`config.mk`:
```
export PLATFORM = sky130hd
export DESIGN_NAME = pipelined_tree_multiplier
export DESIGN_NICKNAME = d
export VERILOG_FILES = /design/src/rtl/pipelined_tree_multiplier.sv
export SDC_FILE = /design/constraint.sdc
export NUM_CORES = 1
export LEC_CHECK = 0
export ABC_AREA = 1
export ABC_CLOCK_PERIOD_IN_PS = 13190
export BUFFER_PORTS_ARGS = -buffer_cell sky130_fd_sc_hd__clkbuf_2
export CAP_MARGIN = 20
export CORE_MARGIN = 2
export CORE_UTILIZATION = 60
export DETAILED_ROUTE_END_ITERATION = 10
export GPL_TIMING_DRIVEN = 0
export HOLD_SLACK_MARGIN = 0.03
export PLACE_DENSITY = 0.84
export SLEW_MARGIN = 20
export SYNTH_ARGS = -nofsm -noshare
export SYNTH_HDL_FRONTEND = slang
export SYNTH_SLANG_ARGS = --single-unit
```
`constraint.sdc`:
```
create_clock -name clk -period 13.19 [get_ports clk]
set_input_delay 2.638 -clock clk [delete_from_list [all_inputs] [get_ports clk]]
set_output_delay 2.638 -clock clk [all_outputs]
set_load 0.01 [all_outputs]
```
`src/rtl/pipelined_tree_multiplier.sv`:
```
// Purpose : WIDTH x WIDTH multiplier, unsigned or Baugh-Wooley signed per transaction, with a sideband tag.
// Latency : 3 register stages (capture, carry-save reduce, carry-propagate resolve); 1 transaction/cycle.
// Backpr. : whole pipeline holds when out_valid & !out_ready; in_ready = !out_valid | out_ready.
// Ports   : clk/rst (sync, active-high); in_valid/in_ready/in_x/in_y/in_signed/in_tag operand side;
//           out_valid/out_ready/out_p/out_tag result side.
module pipelined_tree_multiplier #(
  parameter int WIDTH = 8,
  parameter int TAG_W = 4
) (
  input  logic               clk,
  input  logic               rst,
  input  logic               in_valid,
  output logic               in_ready,
  input  logic [WIDTH-1:0]   in_x,
  input  logic [WIDTH-1:0]   in_y,
  input  logic               in_signed,
  input  logic [TAG_W-1:0]   in_tag,
  output logic               out_valid,
  input  logic               out_ready,
  output logic [2*WIDTH-1:0] out_p,
  output logic [TAG_W-1:0]   out_tag
);

  localparam int PW = 2 * WIDTH;
  // Baugh-Wooley correction constant: ones at bit WIDTH and bit 2*WIDTH-1.
  localparam logic [PW-1:0] BW_K = (PW'(1) << WIDTH) | (PW'(1) << (PW - 1));

  // S1: captured operands
  logic               r_s1_vld;
  logic [WIDTH-1:0]   r_s1_x;
  logic [WIDTH-1:0]   r_s1_y;
  logic               r_s1_sgn;
  logic [TAG_W-1:0]   r_s1_tag;
  // S2: carry-save rows
  logic               r_s2_vld;
  logic [PW-1:0]      r_s2_sum;
  logic [PW-1:0]      r_s2_cry;
  logic [TAG_W-1:0]   r_s2_tag;
  // S3: resolved product
  logic               r_s3_vld;
  logic [PW-1:0]      r_s3_p;
  logic [TAG_W-1:0]   r_s3_tag;

  logic               w_adv;
  logic [WIDTH-1:0]   w_pp  [WIDTH];     // w_pp[i][j] = x[j] & y[i], weight 2^(i+j)
  logic [PW-1:0]      w_row [WIDTH+1];   // aligned rows; last row is the signed-mode constant
  logic [PW-1:0]      w_s   [WIDTH+2];   // running carry-save sum
  logic [PW-1:0]      w_c   [WIDTH+2];   // running carry-save carry

  // Every stage moves together, so one enable covers the whole pipe.
  assign w_adv    = !r_s3_vld || out_ready;
  assign in_ready = w_adv;

  // Partial-product matrix. In signed mode the MSB row and MSB column are
  // inverted, except the MSB x MSB term which is inverted twice (i.e. kept).
  for (genvar i = 0; i < WIDTH; i++) begin : g_row
    for (genvar j = 0; j < WIDTH; j++) begin : g_col
      localparam logic INV = ((i == WIDTH - 1) != (j == WIDTH - 1));
      assign w_pp[i][j] = (r_s1_x[j] & r_s1_y[i]) ^ (r_s1_sgn & INV);
    end
    assign w_row[i] = PW'(w_pp[i]) << i;
  end
  assign w_row[WIDTH] = r_s1_sgn ? BW_K : '0;

  // Chain of full-adder (3:2) compressors folding each row into the
  // sum/carry pair. Carries out of the top bit are dropped by the shift,
  // which is exactly the modulo-2^(2*WIDTH) wrap the product needs.
  assign w_s[0] = '0;
  assign w_c[0] = '0;
  for (genvar k = 0; k <= WIDTH; k++) begin : g_csa
    assign w_s[k+1] = w_s[k] ^ w_c[k] ^ w_row[k];
    assign w_c[k+1] = ((w_s[k] & w_c[k]) | (w_s[k] & w_row[k]) | (w_c[k] & w_row[k])) << 1;
  end

  always_ff @(posedge clk) begin
    if (rst) begin
      r_s1_vld <= 1'b0;
      r_s1_x   <= '0;
      r_s1_y   <= '0;
      r_s1_sgn <= 1'b0;
      r_s1_tag <= '0;
      r_s2_vld <= 1'b0;
      r_s2_sum <= '0;
      r_s2_cry <= '0;
      r_s2_tag <= '0;
      r_s3_vld <= 1'b0;
      r_s3_p   <= '0;
      r_s3_tag <= '0;
    end else if (w_adv) begin
      // S1 loads in_valid directly: no input means a bubble enters.
      r_s1_vld <= in_valid;
      r_s1_x   <= in_x;
      r_s1_y   <= in_y;
      r_s1_sgn <= in_signed;
      r_s1_tag <= in_tag;
      r_s2_vld <= r_s1_vld;
      r_s2_sum <= w_s[WIDTH+1];
      r_s2_cry <= w_c[WIDTH+1];
      r_s2_tag <= r_s1_tag;
      r_s3_vld <= r_s2_vld;
      r_s3_p   <= r_s2_sum + r_s2_cry;
      r_s3_tag <= r_s2_tag;
    end
  end

  assign out_valid = r_s3_vld;
  assign out_p     = r_s3_p;
  assign out_tag   = r_s3_tag;

endmodule

```
=== After elaboration in Yosys (flattened, before gate mapping) ===
Index checks and enable logic that the tools add are counted.
W data, S select, Z words.

* Register bits after elaboration: 79
* Bits of input ports: 25
* Output and inout port bits: 22
* Logic and storage cells: 145

* Add/sub/neg operators: 1
* Muxes and demuxes: 1
* Bitwise gates (word level): 129
* Reductions and logical operators: 2

{| class="wikitable"
|+ Operators with widths
! kind !! count
|-
| $or A15 B15 Y15 || 14
|-
| $and A15 B15 Y15 || 11
|-
| $xor A16 B16 Y16 || 8
|-
| $and A1 B1 Y1 || 64
|-
| $and A15 B10 Y15 || 2
|-
| $and A15 B11 Y15 || 2
|-
| $and A15 B12 Y15 || 2
|-
| $and A15 B13 Y15 || 2
|-
| $and A15 B14 Y15 || 2
|-
| $add A16 B16 Y16 || 1
|-
| $mux W16 || 1
|-
| $xor A16 B10 Y16 || 1
|-
| $xor A16 B11 Y16 || 1
|-
| $xor A16 B12 Y16 || 1
|-
| $xor A16 B13 Y16 || 1
|-
| $xor A16 B14 Y16 || 1
|-
| $xor A16 B15 Y16 || 1
|-
| $xor A1 B1 Y1 || 14
|-
| $and A8 B9 Y9 || 1
|-
| $xor A8 B9 Y9 || 1
|-
| $logic_not A1 Y1 || 1
|-
| $logic_or A1 B1 Y1 || 1
|}

=== Logic depth before layout (Yosys ltp) ===
* Depth in word-level cells: 24
* Depth in mapped cells: 19
* Mapped depth without buffers: 18

=== Least setup slack after synthesis ===
OpenSTA, ideal clock, no wires.

* Path kind: input to output
* Start point: input out_ready
* End point: output in_ready
* Data arrival time: 3029 ps
* Required time: 10552 ps
* Slack: 7523 ps
* Stages: 3
* Path buffers: 1
* Path through: nor2_4 inv_2 buf_2

* Word-level cells in the longest chain between the ends: 1

{| class="wikitable"
|+ Ends and longest elaborated chain
! what !! line !! text
|-
| start, declared || 19 || <nowiki>input logic out_ready,</nowiki>
|-
| $logic_or A1 B1 Y1 || 51 || <nowiki>assign w_adv = !r_s3_vld || out_ready;</nowiki>
|-
| end, declared || 13 || <nowiki>output logic in_ready,</nowiki>
|}

No other way between the ends.

=== Worst setup path after layout ===
Same ends and word-level chain as after synthesis.

==> metrics.md <==
| Metric | Value |
|---|---|
| Drt first pass iters | `5` |
| Vias in the first global route | `3595` |
| Logic pwr share | `23.6%` |
| Sequential fraction of the synthesis area | `about a third` |
| Initial Util | `between 60% and 70%` |
| Worst Hold End | `out_valid$_SDFFE_PP0P_` |
| CP required | `10.55 ns` |
| Sw frac | `31.1%` |
| Worst hold path class | `flip-flop to flip-flop` |
| Tot GR Track Use | `between 20 and 25%` |
| Antenna violations before repair | `0` |
| Clock sink count | `between 70 and 80` |
| Fmax | `0.166 GHz` |
| Hold Buf Count CTS | `0` |
| Final hold violations | `0` |
| Largest net degree at the start of global routing | `12` |
| Leading area contributor after synthesis | `dfxtp_1` |
| Area Growth Syn to Fin | `12.0%` |
| Most frequent CP cell | `clkbuf_2` |
| Max-slew violation count | `0` |
| Drt total wl | `between 9000 and 10000 µm` |
| Setup slack, reg-to-reg | `just over 8 ns` |
| NumNets Final | `722` |
| Seq pwr share | `45.8%` |
| Sw Pwr | `between 150 and 200 µW` |
| Top Family by Delay on Critical Path | `buffers and inverters` |
| Number of cells on the worst reg-to-reg path | `17` |
| N_diodes | `0` |
| Die Width | `90.1 µm` |
| Worst reg2reg startpoint | `r_s1_sgn$_SDFFE_PP0P_` |
| Setup Buffers After CTS | `0` |
| DP Cell Count | `722` |
| Avg Cell Area, Syn | `7.70 µm²` |
| Final min period | `approximately 6 ns` |
| First-pass GRT wire length | `16000 µm` |
| Post-CTS sizing | `0` |
| Residual DRC | `0` |
| Simple-Gate Fraction of Synth Area | `18.0%` |
| GP Congestion | `0.877` |
| Status | `finished clean` |
| HP Start | `r_s2_vld$_SDFFE_PP0P_` |
| Vias per cell | `5.01` |
| Max FO, Critical Path | `10` |
| Proportion of layout cells with a drive suffix above 1 | `12.4%` |
| DR WL/cell | `about 13 µm` |
| Crit path buffers/inverters | `4` |
| WP data arrival | `about 3.4 ns` |
| Setup tns final | `0 ns` |
| Hold path depth | `2` |
| CTS root buf | `clkbuf_8` |
| Unrepaired setup endpoints after global routing | `no` |
| CTS tree | `yes` |
| First-iteration detailed-routing DRC count | `151` |
| Detailed Place HPWL | `7270 µm` |
| Die span in y | `90.1 µm` |
| Synth warn | `0` |
| Rel. slew slack | `67.1%` |
| Port Buffers | `46` |
| Total gr overflow | `0` |
| Post-synth top area share | `32.0%` |
| CP cell instances | `clkbuf_2, nor2_4, inv_2, buf_2, clkbuf_2` |
| Max Cap Viol | `0` |
| Worst slew pin tran | `0.493 ns` |
| Routed vias | `around 3.7k` |
| Nature of the critical path startpoint | `primary input` |
| Syn nets | `665` |
| Synth top area cells | `dfxtp_1 (32%), fa_1 (20%), nor2_1 (9.4%)` |
| Largest family of logic cells by synthesized area | `adder cells` |
| Setup-failing EPs final | `0` |
| Crit-path slowest cell | `buf_2` |
| Worst-Skew Late Latency | `between 0.3 and 0.4 ns` |
| # rows | `31` |
| Post-Synth XOR/XNOR Area | `3.15%` |
| Fin util | `~69%` |
| Crit path capture type | `output port` |
| RR Endpoint | `r_s2_sum[8]$_SDFFE_PP0P_` |
| Synth Area in Compound Gates | `about a tenth` |
| FF+latch count, synth | `71` |
| Reg clk slew, reported paths | `roughly 0.060 ns` |
| Post-Syn Area | `4440 µm²` |
| Post-Synth Adder-Cell Area | `25.2%` |
| Post-synthesis mux area share | `0%` |
| Pint | `375 µW` |
| CTS H-Tree Depth | `3` |
| Clk_skew | `0.0155 ns` |
| Clock Power Share | `30.6%` |
| Leak pwr | `0.00268 µW` |
| IO Count | `47` |
| Core Area | `between 7000 and 8000 µm²` |
| Yosys cell types | `21` |
| Peak VDD IR | `between 0.00005 and 0.00006 V` |
| Final antenna-violating net count | `0` |
| Final worst-path cycle share | `45.8%` |
| PwrDens | `110 nW/µm²` |
| Crit path kind | `primary input to output port` |
| Post-route non-filler standard cell count | `between 700 and 800` |
| Slowest cell delay on critical path | `0.21 ns` |
| Cells after Synth | `577` |
| Die area | `8110 µm²` |
| CTS max path bufs | `2` |
| Cts bufs inserted | `9` |
[through the flow]
step | instance area [µm²] | hold WS (ns) | setup WS [ns] | power [µW]
after floorplan | 4440 | 0.441 | 7.52 | 343
after global placement | 4800 | 0.455 | 7.15 | 375
after detailed placement | 4800 | 0.464 | 7.15 | 382
after CTS | 4980 | 0.480 | 7.15 | 546
after global routing | 4980 | 0.503 | 7.07 | 580
final | 4980 | 0.476 | 7.15 | 545
[worst min-delay path: cells and delay by family (launching register included)]
kind	cells	cell delay, ns
flops	1	0.33
simple gates	2	0.12
[logic make-up after synthesis]
family                   count (synthesis)
flip-flops                              71
buffers and inverters                  136
AND/OR/NAND/NOR                        206
AO/OA/AOI/OAI                           85
XOR/XNOR                                16
adder cells (fa/ha/maj)                 63
[per-layer routing]
metal,global-route usage (%),vias up,wire [µm]
met1,29.9,1732,3900
met2,41.6,101,4570
li1,-,1836,-
met5,0,-,0
met4,13.2,0,296
met3,4.61,22,500
[synthesized netlist by cell type]
library cell    n
ha_1           19
dfxtp_1        71
nand3_1         9
or2_0           1
buf_2          15
xor2_1         15
inv_1          96
buf_6           1
o21ai_0        67
xnor2_1         1
o21ai_1         2
nand2_1        82
nor2_1        111
inv_2           2
fa_1           44
or2_2           1
clkbuf_1       22
nand4_1         1
nor2_4          1
o211ai_1        1
a21oi_1        15
[final cells by class]
class	count	area (µm²)
buffer	38	169
clock buffer	11	131
clock inverter	4	47.5
fill	624	2240
inverter	98	368
multi-input combinational	370	2490
sequential	71	1420
tap	99	124
timing repair buffer	46	230
[power groups by stage]
stage	Clock, µW	Combinational [µW]	Sequential (µW)
finish	167	129	250
global placement	0	122	253
CTS	168	129	249
floorplan	0	88.6	255
detailed placement	0	128	254
global route	178	150	252
[cells in the final DEF, fill, tap and decap left out, drive strengths merged]
cell,netlist,layout
clkbuf,22,79
bufinv,0,1
nand2,82,82
xnor2,1,1
o211ai,1,1
ha,19,19
xor2,15,15
fa,44,44
buf,16,16
or2,2,2
clkinv,0,2
nor2,112,112
dfxtp,71,71
o21ai,69,69
nand3,9,9
a21oi,15,15
clkinvlp,0,1
nand4,1,1
inv,98,98
[flip-flops by register name, summed over array words and instances (netlist names)]
name,cells
out_valid,1
out_tag,4
r_s2_vld,1
r_s1_x,8
r_s2_tag,4
r_s2_sum,16
r_s1_vld,1
r_s1_y,8
out_p,16
r_s1_tag,4
r_s1_sgn,1
r_s2_cry,7
[worst max path at each step]
stage	startpoint	endpoint	slack (ns)	cells past startpoint
2_1_floorplan	out_ready	in_ready	7.52	3
3_3_place_gp	out_ready	in_ready	7.15	5
3_5_place_dp	out_ready	in_ready	7.15	5
4_1_cts	out_ready	in_ready	7.15	5
5_1_grt	out_ready	in_ready	7.07	5
6_report	out_ready	in_ready	7.15	5
Power figures use the tool's default switching activity.
